`src/rtl/mergencam_proc.sv`:
```
// Merges per-camera colour histograms into 2*C_NCAMS-1 virtual cams and selects the strongest.
// Latency: 2*C_NCAMS cycles from the completing frame pulse; pulses arriving during the scan are dropped and flagged.
module mergencam_proc #(
    parameter int C_NCAMS   = 3,
    parameter int C_NBINS   = 8,
    parameter int C_NB_HIST = 11,
    parameter int C_NB_PXLS = 14,
    parameter int C_TIMEOUT = 1024,
    parameter int C_HYST    = 64,
    parameter int C_NB_SEL  = $clog2(2*C_NCAMS-1)
) (
    input  logic                                 clk,
    input  logic                                 rst,
    input  logic [C_NCAMS-1:0]                   new_frame_proc_i,
    input  logic [C_NCAMS*C_NB_PXLS-1:0]         colorpxls_i,
    input  logic [C_NCAMS*C_NBINS*C_NB_HIST-1:0] hist_i,
    output logic                                 new_mergeframe_o,
    output logic [C_NB_SEL-1:0]                  cam_sel_o,
    output logic [C_NB_PXLS-1:0]                 colorpxls_o,
    output logic [C_NBINS*C_NB_HIST-1:0]         hist_o,
    output logic                                 partial_o,
    output logic [C_NCAMS-1:0]                   missing_o,
    output logic                                 overrun_o
);

    localparam int NV   = 2*C_NCAMS-1;
    localparam int P    = C_NB_PXLS;
    localparam int HW   = C_NBINS*C_NB_HIST;
    localparam int HALF = (C_NBINS/2)*C_NB_HIST;
    localparam int SUMW = C_NB_HIST + $clog2(C_NBINS) + 1;
    localparam int WW   = (SUMW > P) ? SUMW : P+1;
    localparam int CNTW = $clog2(C_TIMEOUT) + 1;

    typedef enum logic [1:0] {S_IDLE, S_COLLECT, S_EVAL, S_OUT} state_t;

    state_t                  state_q;
    logic [C_NCAMS-1:0]      valid_q;
    logic [C_NCAMS*P-1:0]    cap_pxls_q;
    logic [C_NCAMS*HW-1:0]   cap_hist_q;
    logic [CNTW-1:0]         cnt_q;
    logic                    timeout_q;
    logic [C_NB_SEL-1:0]     idx_q;
    logic [C_NB_SEL-1:0]     best_idx_q;
    logic [P-1:0]            best_tot_q;
    logic [C_NB_SEL-1:0]     prev_sel_q;

    logic                    new_mergeframe_q;
    logic [C_NB_SEL-1:0]     cam_sel_q;
    logic [P-1:0]            colorpxls_q;
    logic [HW-1:0]           hist_q;
    logic                    partial_q;
    logic [C_NCAMS-1:0]      missing_q;
    logic                    overrun_q;

    logic [C_NCAMS-1:0]      valid_d;
    logic                    all_valid_d;
    logic [C_NCAMS*HW-1:0]   rhist_flat;
    logic [NV*P-1:0]         vtot_flat;
    logic [NV*HW-1:0]        vhist_flat;

    assign valid_d     = valid_q | new_frame_proc_i;
    assign all_valid_d = &valid_d;

    // Cams that have not reported contribute zeros everywhere.
    for (genvar gk = 0; gk < C_NCAMS; gk++) begin : g_real
        assign rhist_flat[gk*HW +: HW]     = valid_q[gk] ? cap_hist_q[gk*HW +: HW] : '0;
        assign vhist_flat[(2*gk)*HW +: HW] = rhist_flat[gk*HW +: HW];
        assign vtot_flat[(2*gk)*P +: P]    = valid_q[gk] ? cap_pxls_q[gk*P +: P] : '0;
    end

    for (genvar gk = 0; gk < C_NCAMS-1; gk++) begin : g_mid
        logic [HW-1:0] mhist;
        logic [WW-1:0] sum;
        assign mhist = {rhist_flat[(gk+1)*HW +: HALF], rhist_flat[gk*HW + HALF +: HW-HALF]};
        always_comb begin
            sum = '0;
            for (int b = 0; b < C_NBINS; b++) begin
                sum = sum + WW'(mhist[b*C_NB_HIST +: C_NB_HIST]);
            end
        end
        assign vhist_flat[(2*gk+1)*HW +: HW] = mhist;
        assign vtot_flat[(2*gk+1)*P +: P]    = (sum > WW'(2**P - 1)) ? {P{1'b1}} : sum[P-1:0];
    end

    logic [P-1:0]        cur_tot;
    logic [P-1:0]        prev_tot;
    always_comb begin
        cur_tot  = '0;
        prev_tot = '0;
        for (int v = 0; v < NV; v++) begin
            if (idx_q == C_NB_SEL'(v))      cur_tot  = vtot_flat[v*P +: P];
            if (prev_sel_q == C_NB_SEL'(v)) prev_tot = vtot_flat[v*P +: P];
        end
    end

    logic                cur_wins;
    logic [C_NB_SEL-1:0] fin_idx;
    logic [P-1:0]        fin_tot;
    logic                keep_prev;
    logic [C_NB_SEL-1:0] sel;
    logic [P-1:0]        sel_tot;
    logic [HW-1:0]       sel_hist;
    always_comb begin
        cur_wins  = (idx_q == '0) || (cur_tot > best_tot_q);
        fin_idx   = cur_wins ? idx_q : best_idx_q;
        fin_tot   = cur_wins ? cur_tot : best_tot_q;
        keep_prev = (fin_idx != prev_sel_q) &&
                    ({1'b0, fin_tot} <= ({1'b0, prev_tot} + (P+1)'(C_HYST)));
        sel       = keep_prev ? prev_sel_q : fin_idx;
        sel_tot   = '0;
        sel_hist  = '0;
        for (int v = 0; v < NV; v++) begin
            if (sel == C_NB_SEL'(v)) begin
                sel_tot  = vtot_flat[v*P +: P];
                sel_hist = vhist_flat[v*HW +: HW];
            end
        end
    end

    always_ff @(posedge clk or posedge rst) begin
        if (rst) begin
            state_q          <= S_IDLE;
            valid_q          <= '0;
            cap_pxls_q       <= '0;
            cap_hist_q       <= '0;
            cnt_q            <= '0;
            timeout_q        <= 1'b0;
            idx_q            <= '0;
            best_idx_q       <= '0;
            best_tot_q       <= '0;
            prev_sel_q       <= C_NB_SEL'(C_NCAMS-1);
            new_mergeframe_q <= 1'b0;
            cam_sel_q        <= C_NB_SEL'(C_NCAMS-1);
            colorpxls_q      <= '0;
            hist_q           <= '0;
            partial_q        <= 1'b0;
            missing_q        <= '0;
            overrun_q        <= 1'b0;
        end else begin
            new_mergeframe_q <= 1'b0;
            overrun_q        <= 1'b0;
            case (state_q)
                S_IDLE, S_COLLECT: begin
                    for (int k = 0; k < C_NCAMS; k++) begin
                        if (new_frame_proc_i[k]) begin
                            cap_pxls_q[k*P +: P]   <= colorpxls_i[k*P +: P];
                            cap_hist_q[k*HW +: HW] <= hist_i[k*HW +: HW];
                        end
                    end
                    valid_q <= valid_d;
                    if (all_valid_d || (state_q == S_COLLECT && cnt_q == CNTW'(C_TIMEOUT-1))) begin
                        state_q   <= S_EVAL;
                        timeout_q <= ~all_valid_d;
                        idx_q     <= '0;
                    end else if (state_q == S_IDLE) begin
                        if (|new_frame_proc_i) begin
                            state_q <= S_COLLECT;
                            cnt_q   <= '0;
                        end
                    end else begin
                        cnt_q <= cnt_q + 1'b1;
                    end
                end
                S_EVAL: begin
                    overrun_q  <= |new_frame_proc_i;
                    best_idx_q <= fin_idx;
                    best_tot_q <= fin_tot;
                    if (idx_q == C_NB_SEL'(NV-1)) begin
                        state_q          <= S_OUT;
                        prev_sel_q       <= sel;
                        new_mergeframe_q <= 1'b1;
                        cam_sel_q        <= sel;
                        colorpxls_q      <= sel_tot;
                        hist_q           <= sel_hist;
                        partial_q        <= timeout_q;
                        missing_q        <= ~valid_q;
                    end else begin
                        idx_q <= idx_q + 1'b1;
                    end
                end
                default: begin
                    overrun_q <= |new_frame_proc_i;
                    valid_q   <= '0;
                    state_q   <= S_IDLE;
                end
            endcase
        end
    end

    assign new_mergeframe_o = new_mergeframe_q;
    assign cam_sel_o        = cam_sel_q;
    assign colorpxls_o      = colorpxls_q;
    assign hist_o           = hist_q;
    assign partial_o        = partial_q;
    assign missing_o        = missing_q;
    assign overrun_o        = overrun_q;

endmodule

```
`config.mk`:
```
export PLATFORM = sky130hd
export DESIGN_NAME = mergencam_proc
export DESIGN_NICKNAME = d
export VERILOG_FILES = /design/src/rtl/mergencam_proc.sv
export SDC_FILE = /design/constraint.sdc
export NUM_CORES = 2
export LEC_CHECK = 0
export CAP_MARGIN = 20
export CORE_MARGIN = 4
export CORE_UTILIZATION = 49
export CTS_CLUSTER_DIAMETER = 120
export DETAILED_ROUTE_END_ITERATION = 10
export MAX_ROUTING_LAYER = met4
export PLACE_DENSITY = 0.76
export SLEW_MARGIN = 25
export SYNTH_ARGS = -nofsm -noshare
export SYNTH_HDL_FRONTEND = slang
export SYNTH_SLANG_ARGS = --single-unit
export TNS_END_PERCENT = 1
```
`constraint.sdc`:
```
create_clock -name clk -period 14.5 [get_ports clk]
set_input_delay 1.45 -clock clk [delete_from_list [all_inputs] [get_ports clk]]
set_output_delay 1.45 -clock clk [all_outputs]
set_load 0.01 [all_outputs]
```
# Word level (Yosys, flattened, before mapping)
# Index checks and enable logic that the tools add are counted.
[op_classes] addsub=17 n_lt_le_gt_ge=4 n_eq_ne=22 n_mux=45 n_bitwise=4 n_reduce_logical=20
[ops] operator="two-way mux 88 bit" count=8
[ops] operator="two-way mux 14 bit" count=21
[ops] operator="adder 15 x 11 -> 15 bit" count=6
[ops] operator="adder 14 x 11 -> 15 bit" count=2
[ops] operator="greater-than comparator 15 x 14 -> 1 bit (second input constant)" count=2
[ops] operator="adder 13 x 11 -> 14 bit" count=2
[ops] operator="adder 12 x 11 -> 13 bit" count=2
[ops] operator="adder 11 x 11 -> 12 bit" count=2
[ops] operator="two-way mux 11 bit" count=2
[ops] operator="equality test 3 x 2 -> 1 bit (second input constant)" count=6
[ops] operator="adder 14 x 7 -> 15 bit (second input constant)" count=1
[ops] operator="<= comparator 14 x 15 -> 1 bit" count=1
[ops] operator="greater-than comparator 14 bit" count=1
[ops] operator="two-way mux 3 bit" count=4
[ops] operator="case mux 3 bit (2 select lines)" count=2
[ops] operator="AND reduction 3 bit" count=4
[ops] operator="adder 11 x 1 -> 11 bit (second input constant)" count=1
[ops] operator="equality test 11 x 10 -> 1 bit (second input constant)" count=1
[ops] operator="AND reduction 2 bit" count=5
[ops] operator="equality test 3 x 1 -> 1 bit (second input constant)" count=3
[ops] operator="equality test 3 bit (second input constant)" count=3
[ops] operator="zero test 3 bit" count=3
[ops] operator="two-way mux 2 bit" count=4
[ops] operator="inequality test 2 bit (second input constant)" count=3
[ops] operator="other kinds (17)" count=23
[word_totals] ff_bits=454 inputBits=311 elab_cells=132

# Depth between registers and ports, before layout
[logic_depth] depth_word=26 ltp_mapped=49

# Worst setup path before layout
# No wires, ideal clock.
[synth_path] kind="register to register" from="reg valid_q[1]" to="reg colorpxls_q[9] (netlist: colorpxls_o[9])" setup_ns=0.094 t_arrival_ns=10.222 required_ns=14.406 path_slack_ns=4.184 stages_incl_launch_ff=41 n_path_buf=8 synth_period_minus_slack_ns=10.316 path_cell_list="dfrtp_1 -> clkbuf_1 -> clkbuf_1 -> clkbuf_1 -> clkbuf_1 -> buf_1 -> nand2_1 -> fa_1 -> fa_1 -> fa_1 -> inv_1 -> fa_1 -> ha_1 -> fa_1 -> a211oi_2 -> nor2_1 -> o32a_1 -> a21o_1 -> [... 5 more ...] -> and4_1 -> o2111ai_1 -> a31o_2 -> a21oi_1 -> nand2b_1 -> buf_1 -> clkbuf_1 -> o21ai_0 -> ha_1 -> a2111oi_0 -> nand3_1 -> o21ai_1 -> a31oi_4 -> buf_6 -> mux2_4 -> o21a_1 -> or4_4 -> a221oi_2"
[synth_via] elab_chain_cells=24
[synth_rtl] element="start: declaration" line="37" source="logic [C_NCAMS-1:0] valid_q;"
[synth_rtl] element="start signal: assignment" line="150" source="valid_q <= valid_d;"
[synth_rtl] element="two-way mux 88 bit" line="66" source="assign rhist_flat[gk*HW +: HW] = valid_q[gk] ? cap_hist_q[gk*HW +: HW] : '0;"
[synth_rtl] element="adder 11 x 11 -> 12 bit" line="78" source="sum = sum + WW'(mhist[b*C_NB_HIST +: C_NB_HIST]);"
[synth_rtl] element="adder 12 x 11 -> 13 bit" line="78"
[synth_rtl] element="adder 13 x 11 -> 14 bit" line="78"
[synth_rtl] element="adder 14 x 11 -> 15 bit" line="78"
[synth_rtl] element="adder 15 x 11 -> 15 bit (3 in series)" line="78"
[synth_rtl] element="greater-than comparator 15 x 14 -> 1 bit" line="82" source="assign vtot_flat[(2*gk+1)*P +: P] = (sum > WW'(2**P - 1)) ? {P{1'b1}} : sum[P-1:0];"
[synth_rtl] element="two-way mux 14 bit" line="82"
[synth_rtl] element="[... 4 more ...]"
[synth_rtl] element="two-way mux 14 bit *" line="106" source="fin_tot = cur_wins ? cur_tot : best_tot_q;"
[synth_rtl] element="net fin_tot[12]" line="98" source="logic [P-1:0] fin_tot;"
[synth_rtl] element="<= comparator 14 x 15 -> 1 bit *" line="108" source="({1'b0, fin_tot} <= ({1'b0, prev_tot} + (P+1)'(C_HYST)));"
[synth_rtl] element="logical AND 1 bit *" line="107" source="keep_prev = (fin_idx != prev_sel_q) &&"
[synth_rtl] element="two-way mux 3 bit *" line="109" source="sel = keep_prev ? prev_sel_q : fin_idx;"
[synth_rtl] element="zero test 3 bit" line="113" source="if (sel == C_NB_SEL'(v)) begin"
[synth_rtl] element="two-way mux 14 bit (4 in series)" line="113"
[synth_rtl] element="two-way mux 14 bit *" line="113"
[synth_rtl] element="end signal: assignment" line="173" source="colorpxls_q <= sel_tot;"
[synth_rtl] element="end: declaration" line="49" source="logic [P-1:0] colorpxls_q;"
# Mark *: on every way through the listed nets, which the timed path passes. The rest lies on a longest branch.
# A chain may end at the register's enable or synchronous reset.

# Worst setup path after layout
[layout_path] from="reg valid_q[1]" to="reg hist_q[12] (netlist: hist_o[12])"
[layout_via] elab_chain_cells=24
[layout_rtl] element="two-way mux 88 bit" line="66"
[layout_rtl] element="adder 11 x 11 -> 12 bit" line="78"
[layout_rtl] element="adder 12 x 11 -> 13 bit" line="78"
[layout_rtl] element="adder 13 x 11 -> 14 bit" line="78"
[layout_rtl] element="adder 14 x 11 -> 15 bit" line="78"
[layout_rtl] element="adder 15 x 11 -> 15 bit (3 in series)" line="78"
[layout_rtl] element="greater-than comparator 15 x 14 -> 1 bit" line="82"
[layout_rtl] element="two-way mux 14 bit" line="82"
[layout_rtl] element="[... 4 more ...]"
[layout_rtl] element="two-way mux 14 bit *" line="106"
[layout_rtl] element="net fin_tot[10]" line="98"
[layout_rtl] element="<= comparator 14 x 15 -> 1 bit *" line="108"
[layout_rtl] element="logical AND 1 bit *" line="107"
[layout_rtl] element="two-way mux 3 bit *" line="109"
[layout_rtl] element="zero test 3 bit" line="113"
[layout_rtl] element="two-way mux 88 bit (4 in series)" line="113"
[layout_rtl] element="two-way mux 88 bit *" line="113"
[layout_rtl] element="end signal: assignment" line="174" source="hist_q <= sel_hist;"
[layout_rtl] element="end: declaration" line="50" source="logic [HW-1:0] hist_q;"
# Marked as above.

==> impl_results.md <==
* Run status: finished clean
* Worst-Skew Late Latency at roughly 0.63 ns
* Initial antenna violation count at 3
* FMAX at 0.0767 GHz
* Core ar. at 56500 um^2
* Routed Antenna Nets at 0
* Post-DP HPWL at slightly below 100000 um
* CTS tree: done
* Worst Path Arrival at 13.49 ns
* Syn Nets at between 3000 and 4000
* Port buffer count at 421
* Number of max-cap violations at 0
* Share of layout cells above drive strength 1 at 16.5%
* Worst Hold Class: reg -> reg
* Endpoint class of the critical path: flop
* Tmin final at between 10 and 15 ns
* Post-Route WL at 129000 um
* Register area share after synthesis at 40.6%
* CP max FO at 82
* Io pins at 422
* Yosys cell types at 89
* Hold_ws at 0.490 ns
* Flip-flop and latch count after synthesis at 454
* DR WL/cell at 33.7 um
* Max stage delay on crit path at between 1 and 1.5 ns
* Aggregate negative setup slack at 0 ns
* Total Nets Final at 3524
* Reg2reg setup slack at 1.45 ns
* WP data required at 14.94 ns
* Final Slew Violations at 0
* Share of synthesized flip-flops with an asynchronous set or reset at between 90% and 100%
* Setup bufs post-CTS at 0
* Vias at roughly 25000
* Synth Warn # at 0
* EDFF count, synth at 0
* Pin count of the biggest net entering global routing at 93
* Endpoints failing setup at 0
* Clock Skew at 0.0331 ns
* FP Rows at 87
* DIE AREA at 61100 um^2
* Synth-to-layout area growth at 24.4%
* Post-Synthesis Cells at 2692
* Reg clk slew, reported paths at ~0.06 ns
* Vias in the first global route at around 26000
* Hold_buf cts at 0
* GR Overflow Total at 0
* DRC Markers at 0
* Synthesized cell area at 28000 um^2
* DIE HEIGHT at 247 um
* Worst Setup Start Kind: flop
* Final Cycle Share at 90.0%
* Post-cts sizing count at 0
* CTS Buf Count at 50
* Vias per Instance at 6.62
* Drt first pass iters at 9
* Chip width at roughly 250 um
* DRT iter0 DRCs at 3276
* First-pass GRT wire length at around 180000 um
* RSZ-0062 raised after global routing: no
* Hold Vio Cnt, Final at 0
* Final Wtd Congestion at about 1.1
* H-tree levels at 2
* CP Class: reg -> reg
* Total track usage at 42.6%
* CTS max path bufs at 3
* Root buffer cell: clkbuf_16
* FILL cells at approximately 4500
* Syn_area_per_cell at 10.4 um^2
* Initial core utilization at 49.6%
* Main flop type after synthesis: dfrtp_1
* Slowest stage cell, crit path: dfrtp_4
* Relative slew slack at 22.6%
* Worst Tran Pin Value at 1.14 ns
* CTS sink cnt at 454
[final cells by class]
type / instances / area [um^2] / share of cell area, %
timing repair buffer: 471 / 4620 / 13.3
antenna: 2 / 5.00 / 0.0144
tap: 756 / 946 / 2.72
clock inverter: 27 / 459 / 1.32
multi-input combinational: 1865 / 15300 / 44.0
sequential: 454 / 11400 / 32.6
inverter: 178 / 676 / 1.94
clock buffer: 67 / 1440 / 4.12
[layer usage]
metal / vias up / wire length [um] / track usage (%)
li1: 10300 / - / -
met1: 12500 / 44600 / 48.9
met2: 1872 / 59700 / 66.4
met3: 544 / 11900 / 8.62
met4: 0 / 12400 / 31.1
met5: - / 0 / -
[through the flow]
| step | instances | utilization, % | worst slack [ns] | instance area, um^2 |
|---|---|---|---|---|
| floorplan | 2692 | - | 0.396 | 28000 |
| global placement | 3721 | 58.2 | 1.87 | 32900 |
| detailed placement | 3723 | 58.3 | 1.77 | 32900 |
| CTS | 3817 | 61.6 | 1.71 | 34800 |
| global route | 3820 | 61.7 | 1.00 | 34800 |
| finish | 3820 | 61.7 | 1.45 | 34800 |
[path summary, 6_finish.rpt]
path	from	cells past startpoint	to
worst max register to register	valid_q[1]	36	hist_o[12]
max in group asynchronous	rst	4	cap_hist_q[63]
min in group asynchronous	rst	2	cap_pxls_q[28]
worst max-delay path	valid_q[1]	36	hist_o[12]
worst min-delay path	timeout_q	2	partial_o
worst min register to register	timeout_q	2	partial_o
[Yosys cell counts (13+ instances only)]
master	count	area share, %
a211oi_1	19	0.51
nand3_1	31	0.55
xnor2_1	16	0.50
fa_1	130	9.3
mux2_2	317	13
buf_2	37	0.66
dfrtp_1	453	40
a31oi_1	71	1.6
clkbuf_1	138	1.8
nor3_1	65	1.2
a21oi_1	193	3.4
a221oi_1	65	2.0
a222oi_1	27	0.96
o41ai_1	21	0.66
nor2_1	99	1.3
nand2_1	219	2.9
inv_1	177	2.4
o2bb2ai_1	37	1.2
o21ai_0	106	1.9
mux2i_1	13	0.46
buf_1	16	0.21
ha_1	63	2.8
a21o_1	15	0.40
and2_1	121	2.7
o31ai_1	24	0.64
[kinds of logic after synthesis]
logic type,share of synthesized area [%]
AO/OA/AOI/OAI,17.0
AND/OR/NAND/NOR,10.8
flip-flops,40.6
buffers and inverters,5.23
multiplexers,13.5
adder cells (fa/ha/maj),12.1
XOR/XNOR,0.750
[flip-flops by register name, indices dropped and copies added, names as in the netlist, 2 cells and up]
signal / flops
colorpxls_o: 14
best_idx_q: 3
valid_q: 3
cap_pxls_q: 42
state_q: 2
cam_sel_o: 3
hist_o: 88
cap_hist_q: 264
idx_q: 3
missing_o: 3
best_tot_q: 14
cnt_q: 11
[critical path, delay by kind of cell (launching register included)]
kind,cells,cell delay (ns)
AND/OR/NAND/NOR,9,3.21
flip-flops,1,1.01
AO/OA/AOI/OAI,14,3.34
multiplexers,2,1.24
adder cells (fa/ha/maj),7,3.02
XOR/XNOR,1,0.55
buffers and inverters,3,0.30
[cells in the final DEF, fill, tap and decap left out, drive strengths merged, types with 27 or more instances in the layout]
master / count
ha: 63
inv: 179
buf: 50
nor2: 100
a21oi: 194
clkdlybuf4s50: 421
a221oi: 71
a222oi: 27
o21ai: 111
nand2: 220
and2: 121
a31oi: 72
dfrtp: 453
mux2: 319
clkbuf: 67
o2bb2ai: 37
nor3: 68
fa: 130
nand3: 31
Power is not shown: default switching activity piles up to over one toggle a cycle in this logic, so the estimate is an artifact.
